`config.mk`:
```
export PLATFORM = sky130hd
export DESIGN_NAME = cc1200_spi_responder
export DESIGN_NICKNAME = d
export VERILOG_FILES = /design/src/rtl/cc1200_spi_pkg.sv /design/src/rtl/cc1200_sync_edge.sv /design/src/rtl/cc1200_spi_responder.sv
export SDC_FILE = /design/constraint.sdc
export NUM_CORES = 1
export LEC_CHECK = 0
export ABC_AREA = 1
export BUFFER_PORTS_ARGS = -buffer_cell sky130_fd_sc_hd__buf_4
export CORE_MARGIN = 10
export CORE_UTILIZATION = 35
export CTS_BUF_LIST = sky130_fd_sc_hd__clkbuf_8
export CTS_CLUSTER_DIAMETER = 50
export DETAILED_ROUTE_END_ITERATION = 8
export MAX_ROUTING_LAYER = met4
export PLACE_DENSITY_LB_ADDON = 0.2
export RECOVER_POWER = 25
export SLEW_MARGIN = 20
export SYNTH_ARGS = -nofsm -noshare
export SYNTH_HDL_FRONTEND = slang
export SYNTH_SLANG_ARGS = --single-unit
```
`constraint.sdc`:
```
create_clock -name clk -period 40.9 [get_ports clk]
set_clock_uncertainty 0.05 [all_clocks]
set_input_delay 8.18 -clock clk [delete_from_list [all_inputs] [get_ports clk]]
set_output_delay 8.18 -clock clk [all_outputs]
set_load 0.02 [all_outputs]
```
`src/rtl/cc1200_spi_pkg.sv`:
```
// Shared definitions for the CC1200-style SPI responder: header layout,
// strobe address range, FSM states and status-byte format.
package cc1200_spi_pkg;

  localparam int HDR_RW    = 7;
  localparam int HDR_BURST = 6;
  localparam int ADDR_W    = 6;

  localparam logic [ADDR_W-1:0] STROBE_BASE = 6'h30;

  typedef enum logic [1:0] {
    IDLE,
    HDR,
    DATA,
    STROBE
  } state_e;

  typedef struct packed {
    logic       rsvd;
    logic [2:0] state;
    logic [3:0] zero;
  } status_t;

  function automatic logic [7:0] status_byte(input logic [2:0] chip_state);
    status_t s;
    s.rsvd  = 1'b0;
    s.state = chip_state;
    s.zero  = 4'b0000;
    return s;
  endfunction

endpackage

```
`src/rtl/cc1200_sync_edge.sv`:
```
// Multi-flop synchronizer for one asynchronous input, plus rise/fall
// detection on the synchronized level.
module cc1200_sync_edge #(
  parameter int   STAGES = 2,
  parameter logic INIT   = 1'b0
) (
  input  logic clk,
  input  logic rst,
  input  logic d,
  output logic q,
  output logic rise,
  output logic fall
);

  logic [STAGES-1:0] chain;
  logic              prev;

  always_ff @(posedge clk or posedge rst) begin
    if (rst) begin
      chain <= {STAGES{INIT}};
      prev  <= INIT;
    end else begin
      chain[0] <= d;
      for (int i = 1; i < STAGES; i++) chain[i] <= chain[i-1];
      prev <= chain[STAGES-1];
    end
  end

  assign q    = chain[STAGES-1];
  assign rise = q & ~prev;
  assign fall = ~q & prev;

endmodule

```
`src/rtl/cc1200_spi_responder.sv`:
```
// SPI mode-0 responder emulating the CC1200 register/strobe interface,
// fully oversampled on the system clock.
module cc1200_spi_responder
  import cc1200_spi_pkg::*;
#(
  parameter int SYNC_STAGES = 2,
  parameter int NUM_REGS    = 48
) (
  input  logic        clk,
  input  logic        rst,
  input  logic        sclk,
  input  logic        mosi,
  input  logic        cs_n,
  output logic        miso,
  output logic        miso_oe,
  input  logic [2:0]  chip_state,
  output logic        wr_valid,
  output logic [5:0]  wr_addr,
  output logic [7:0]  wr_data,
  output logic        strobe_valid,
  output logic [5:0]  strobe_addr
);

  localparam logic [ADDR_W-1:0] LAST_REG = ADDR_W'(NUM_REGS - 1);

  logic sclk_q, sclk_rise, sclk_fall;
  logic mosi_s, mosi_rise, mosi_fall;
  logic cs_q, cs_rise, cs_fall;
  logic sync_unused;

  cc1200_sync_edge #(.STAGES(SYNC_STAGES), .INIT(1'b0)) u_sync_sclk (
    .clk(clk), .rst(rst), .d(sclk), .q(sclk_q), .rise(sclk_rise), .fall(sclk_fall));
  cc1200_sync_edge #(.STAGES(SYNC_STAGES), .INIT(1'b0)) u_sync_mosi (
    .clk(clk), .rst(rst), .d(mosi), .q(mosi_s), .rise(mosi_rise), .fall(mosi_fall));
  cc1200_sync_edge #(.STAGES(SYNC_STAGES), .INIT(1'b1)) u_sync_cs (
    .clk(clk), .rst(rst), .d(cs_n), .q(cs_q), .rise(cs_rise), .fall(cs_fall));

  assign sync_unused = ^{sclk_q, mosi_rise, mosi_fall, cs_q};

  state_e            state;
  logic [2:0]        bit_cnt;
  logic [6:0]        rx;
  logic [7:0]        tx;
  logic              rw, burst, done;
  logic [ADDR_W-1:0] ptr;
  logic [7:0]        regs [NUM_REGS];

  logic [7:0]        byte_in;
  logic              in_range;
  logic [7:0]        rd_data;
  logic [ADDR_W-1:0] ptr_next;

  assign byte_in  = {rx, mosi_s};
  assign in_range = (ptr <= LAST_REG);
  assign rd_data  = in_range ? regs[ptr] : 8'h00;
  assign ptr_next = (ptr == LAST_REG) ? '0 : ptr + 6'd1;
  assign miso     = tx[7];

  always_ff @(posedge clk or posedge rst) begin
    if (rst) begin
      state        <= IDLE;
      bit_cnt      <= '0;
      rx           <= '0;
      tx           <= '0;
      rw           <= 1'b0;
      burst        <= 1'b0;
      done         <= 1'b0;
      ptr          <= '0;
      miso_oe      <= 1'b0;
      wr_valid     <= 1'b0;
      wr_addr      <= '0;
      wr_data      <= '0;
      strobe_valid <= 1'b0;
      strobe_addr  <= '0;
      for (int i = 0; i < NUM_REGS; i++) regs[i] <= '0;
    end else begin
      wr_valid     <= 1'b0;
      strobe_valid <= 1'b0;
      // Deselect wins over everything; a partial byte is simply dropped.
      if (state != IDLE && cs_rise) begin
        state   <= IDLE;
        miso_oe <= 1'b0;
        tx      <= '0;
        rx      <= '0;
        bit_cnt <= '0;
      end else begin
        case (state)
          IDLE: if (cs_fall) begin
            tx      <= status_byte(chip_state);
            miso_oe <= 1'b1;
            bit_cnt <= '0;
            rx      <= '0;
            done    <= 1'b0;
            state   <= HDR;
          end
          HDR: begin
            if (sclk_rise) begin
              rx      <= byte_in[6:0];
              bit_cnt <= bit_cnt + 3'd1;
              if (bit_cnt == 3'd7) begin
                rw    <= byte_in[HDR_RW];
                burst <= byte_in[HDR_BURST];
                ptr   <= byte_in[ADDR_W-1:0];
                if (byte_in[ADDR_W-1:0] >= STROBE_BASE) begin
                  strobe_valid <= 1'b1;
                  strobe_addr  <= byte_in[ADDR_W-1:0];
                  tx           <= '0;
                  state        <= STROBE;
                end else begin
                  state <= DATA;
                end
              end
            end else if (sclk_fall && bit_cnt != 3'd0) begin
              tx <= {tx[6:0], 1'b0};
            end
          end
          DATA: begin
            if (sclk_rise) begin
              rx      <= byte_in[6:0];
              bit_cnt <= bit_cnt + 3'd1;
              if (bit_cnt == 3'd7 && !done) begin
                if (!rw && in_range) begin
                  regs[ptr] <= byte_in;
                  wr_valid  <= 1'b1;
                  wr_addr   <= ptr;
                  wr_data   <= byte_in;
                end
                if (burst) ptr  <= ptr_next;
                else       done <= 1'b1;
              end
            end else if (sclk_fall) begin
              // The 8th fall (count wrapped to 0) preloads the next byte.
              if (bit_cnt != 3'd0) tx <= {tx[6:0], 1'b0};
              else if (done)       tx <= '0;
              else if (rw)         tx <= rd_data;
              else                 tx <= status_byte(chip_state);
            end
          end
          STROBE: tx <= '0;
          default: state <= IDLE;
        endcase
      end
    end
  end

endmodule

```
==> results by group <==
Outcome
  – Status: complete, but fails checks
  – Failing checks: max-capacitance violations, max-slew violations

Clocking
  – Clk_lat worst skew: 0.66 ns
  – Max Buffers Root-to-Sink: 3
  – CTS tree: done
  – Root Buffer: clkbuf_8
  – H-tree levels: 3
  – Worst-path clk slew: 0.06 ns
  – Num CTS Buffers: 79
  – Cts hold-fix bufs: 0
  – Setup Buffers After CTS: 0
  – Post-CTS resize count: 0
  – CTS Sinks: 444

Timing
  – Final Slew Violations: 48
  – Final Cycle Share: between 20% and 30%
  – Slew headroom: -22.9%
  – Hold Vio Cnt, Final: 0
  – Final setup vio count: 0
  – FMAX: 106 MHz
  – Final worst slack: roughly 31 ns
  – Final min period: 9.42 ns
  – RSZ-0062 raised after global routing: no
  – Setup TNS: 0 ns
  – Slew @ Worst Pin: about 1.8 ns

Cells and area
  – Fin cells: 3,296
  – Nets: 2,488
  – Footprint of the multi-input gates: 7890 um^2
  – Fillers: approximately 6,000
  – Fraction of layout cells with a size suffix above 1: ~8.2%
  – P&R area growth vs syn: 9.98%
  – FF/Latch Area: approximately 11,000 um^2

Critical path
  – Top Family by Delay on Critical Path: flip-flops
  – CP max FO: 2
  – Slowest stage delay, CP: 0.38 ns
  – Crit. End Element: output pin
  – CP cell instances: buf_4
  – Worst EP required: 32.67 ns
  – Crit path buf inv count: 1
  – Crit Path Category: register to output pin
  – Crit start category: register
  – Slowest-stage cell, CP: dfrtp_1
  – Critical Path AT: 1.19 ns

Placement
  – Port Buffers: 31
  – DP HPWL: ~37,000 um
  – GPL Wtd Cong: 0.850
  – Pre-CTS setup slack: 30.58 ns
  – Dpl cells: 3,157

Synth
  – Mapped Cells: 2,493
  – Compound-gate portion of the synthesized area: 15.8%
  – Adder-Cell Fraction of Synth Area: 0.431%
  – Yosys warnings: 0
  – Cell area after synthesis: ~20,000 um^2
  – Count of different cell masters after synthesis: 42
  – Synth Area in XOR/XNOR: 0.0431%
  – Post-synth EDFFs: 0
  – Avg Cell Area, Syn: 8.15 um^2
  – Mux cell area share after synthesis: 0%
  – Syn Nets: 2,508
  – Primary FF master, synth: dfrtp_1
  – Largest family of logic cells by synthesized area: simple AND/OR/NAND/NOR gates
  – Number of synthesized register bits: 444
  – Post-synthesis simple-gate area fraction: 23.5%
  – Async SR Flop Fraction: 100%
  – Sequential fraction of the synthesis area: 54.7%

Routing
  – Wire per inst: 18.7 um
  – Post-route ant nets: 0
  – DRT iter0 DRCs: 1,413
  – DRC: 0
  – First-pass DRT Iterations: 8
  – Total wire length: between 60,000 and 70,000 um
  – Routed vias/inst: about 5.1
  – Via count: 16,800

GRT
  – GRT Util Overall: 18.8%
  – Largest net degree at the start of global routing: between 150 and 200
  – Grt ovf: 0
  – First-pass GRT wire length: 97,000 um
  – Initial antenna violation count: 1
  – Vias in the first global route: roughly 16,000

Hold path
  – HP Class: register to register

Floorplan
  – Core Region: 57,600 um^2
  – Starting Density: 35.3%
  – Top Ports: 32
  – Die area: between 60,000 and 70,000 um^2
  – # rows: 88
  – Die Y: 261 um
  – Die X: 261 um

Flow run
  – Max-Cap Viols: 2

Power and ir drop
  – Pwr Density: 51.5 nW/um^2
  – Leakage Power: a little over 10 nW
  – Total power: 1.15 mW
  – Max VDD drop: 26.4 uV
[report_power, final]
part	total (mW)	switching (mW)	internal (mW)	leakage, nW
Sequential	0.465	0.0150	0.450	6.16
Combinational	0.278	0.227	0.0512	3.29
Clock	0.407	0.187	0.220	0.893
[layout make-up]
class	instances	share of cell area, %
flip-flops and latches	444	49.7
multi-input cells	1789	35.3
clock buffers	100	6.16
well taps	765	4.28
repair buffers	57	1.94
inverters	102	1.76
clock inverters	38	0.812
diodes	1	0.0112
[per-stage QoR]
step	cell area, um^2	utilization (%)	hold slack (ns)
global placement	21000	36.5	0.297
global route	22300	38.8	0.318
CTS	22600	39.2	0.312
finish	22300	38.8	0.308
detailed placement	21000	36.5	0.298
floorplan	20300	-	0.281
[cells in the mapped netlist (2+ instances only)]
cell type | count | area share (%)
nand3_1 | 35 | 0.86
buf_2 | 50 | 1.2
dfrtp_1 | 441 | 54
nor2_1 | 102 | 1.9
nand3_2 | 7 | 0.34
nand2_4 | 5 | 0.28
a31oi_1 | 2 | 0.062
nand2_1 | 991 | 18
inv_2 | 10 | 0.18
o21ai_1 | 50 | 1.2
or2_1 | 3 | 0.092
buf_6 | 7 | 0.39
nand3b_1 | 3 | 0.11
buf_1 | 5 | 0.092
a221oi_1 | 8 | 0.34
or2_2 | 7 | 0.22
o21ai_0 | 405 | 10
clkinv_1 | 2 | 0.037
dfstp_2 | 3 | 0.39
ha_1 | 7 | 0.43
o21ai_2 | 32 | 1.4
nor2_4 | 6 | 0.33
nand4_1 | 16 | 0.49
clkbuf_1 | 87 | 1.6
o211ai_1 | 7 | 0.26
nor3_1 | 3 | 0.074
nor2_2 | 3 | 0.092
nor3_2 | 3 | 0.15
buf_4 | 9 | 0.33
o31ai_1 | 2 | 0.074
a22oi_1 | 16 | 0.59
o22ai_1 | 15 | 0.46
a21oi_1 | 52 | 1.3
inv_1 | 90 | 1.7
nand2_2 | 2 | 0.062
[cell usage in the layout (no fill, tap or decap), types with 2 or more instances in the layout]
master      synthesis  final
nor2_4              6      5
a22oi_1            16     16
inv_2              10     13
dfrtp_1           441    440
nand2_1           991    997
nor3_2              3      3
o21ai_0           405    442
clkbuf_1           87      4
nand3b_1            3      3
o21ai_2            32      5
clkinv_2            0      5
o211ai_1            7      7
o22ai_1            15     15
o31ai_1             2      2
a31oi_1             2      2
a21oi_1            52     52
o21ai_1            50     40
buf_6               7      2
inv_1              90    110
or2_2               7      7
or2_1               3      3
nand3_2             7      2
inv_6               0      2
ha_1                7      7
nand4_1            16     16
nor3_1              3      3
clkinvlp_4          0      4
nand3_1            35     40
clkbuf_8            0    100
inv_8               0      2
clkinv_1            2      3
nor2_1            102    105
buf_4               9     50
a221oi_1            8      8
dfstp_2             3      2
[registers in the layout, summed over array words and instances, names as in the netlist, 3 cells and up]
signal       cells
regs           384
tx               8
wr_data          8
rx               7
ptr              6
strobe_addr      6
wr_addr          6
bit_cnt          3
[cell families after synthesis]
group,Yosys count
and+or+nand+nor,1189
AOI/OAI and AO/OA,592
DFF,444
buffers and inverters,260
adders and majority gates,7
xor gates and xnor gates,1
[per-layer routing]
layer / global-route usage, % / up-vias / part of all wire (%)
met5: - / - / 0
met4: 6.72 / 0 / 2.8
met3: 3.00 / 101 / 4.9
met2: 29.3 / 415 / 47
met1: 24.5 / 8225 / 46
li1: - / 8040 / -
[path summary, 6_finish.rpt]
path                                                startpoint                             end  slack [ns]  depth (start not counted)
worst min-delay path            u_sync_sclk.chain[0]$_DFF_PP0_  u_sync_sclk.chain[1]$_DFF_PP0_        0.31                          0
worst min register to register  u_sync_sclk.chain[0]$_DFF_PP0_  u_sync_sclk.chain[1]$_DFF_PP0_        0.31                          0
max in group asynchronous                                  rst             regs[4]$_DFFE_PP0P_       31.68                          3
worst max register to register              ptr[1]$_DFFE_PP0P_           regs[134]$_DFFE_PP0P_       34.60                          6
min in group asynchronous                                  rst           regs[331]$_DFFE_PP0P_        7.68                          2
worst max-delay path                    wr_data[6]$_DFFE_PP0P_                      wr_data[6]       31.48                          1
No activity file was read; power rests on OpenSTA's default activity.
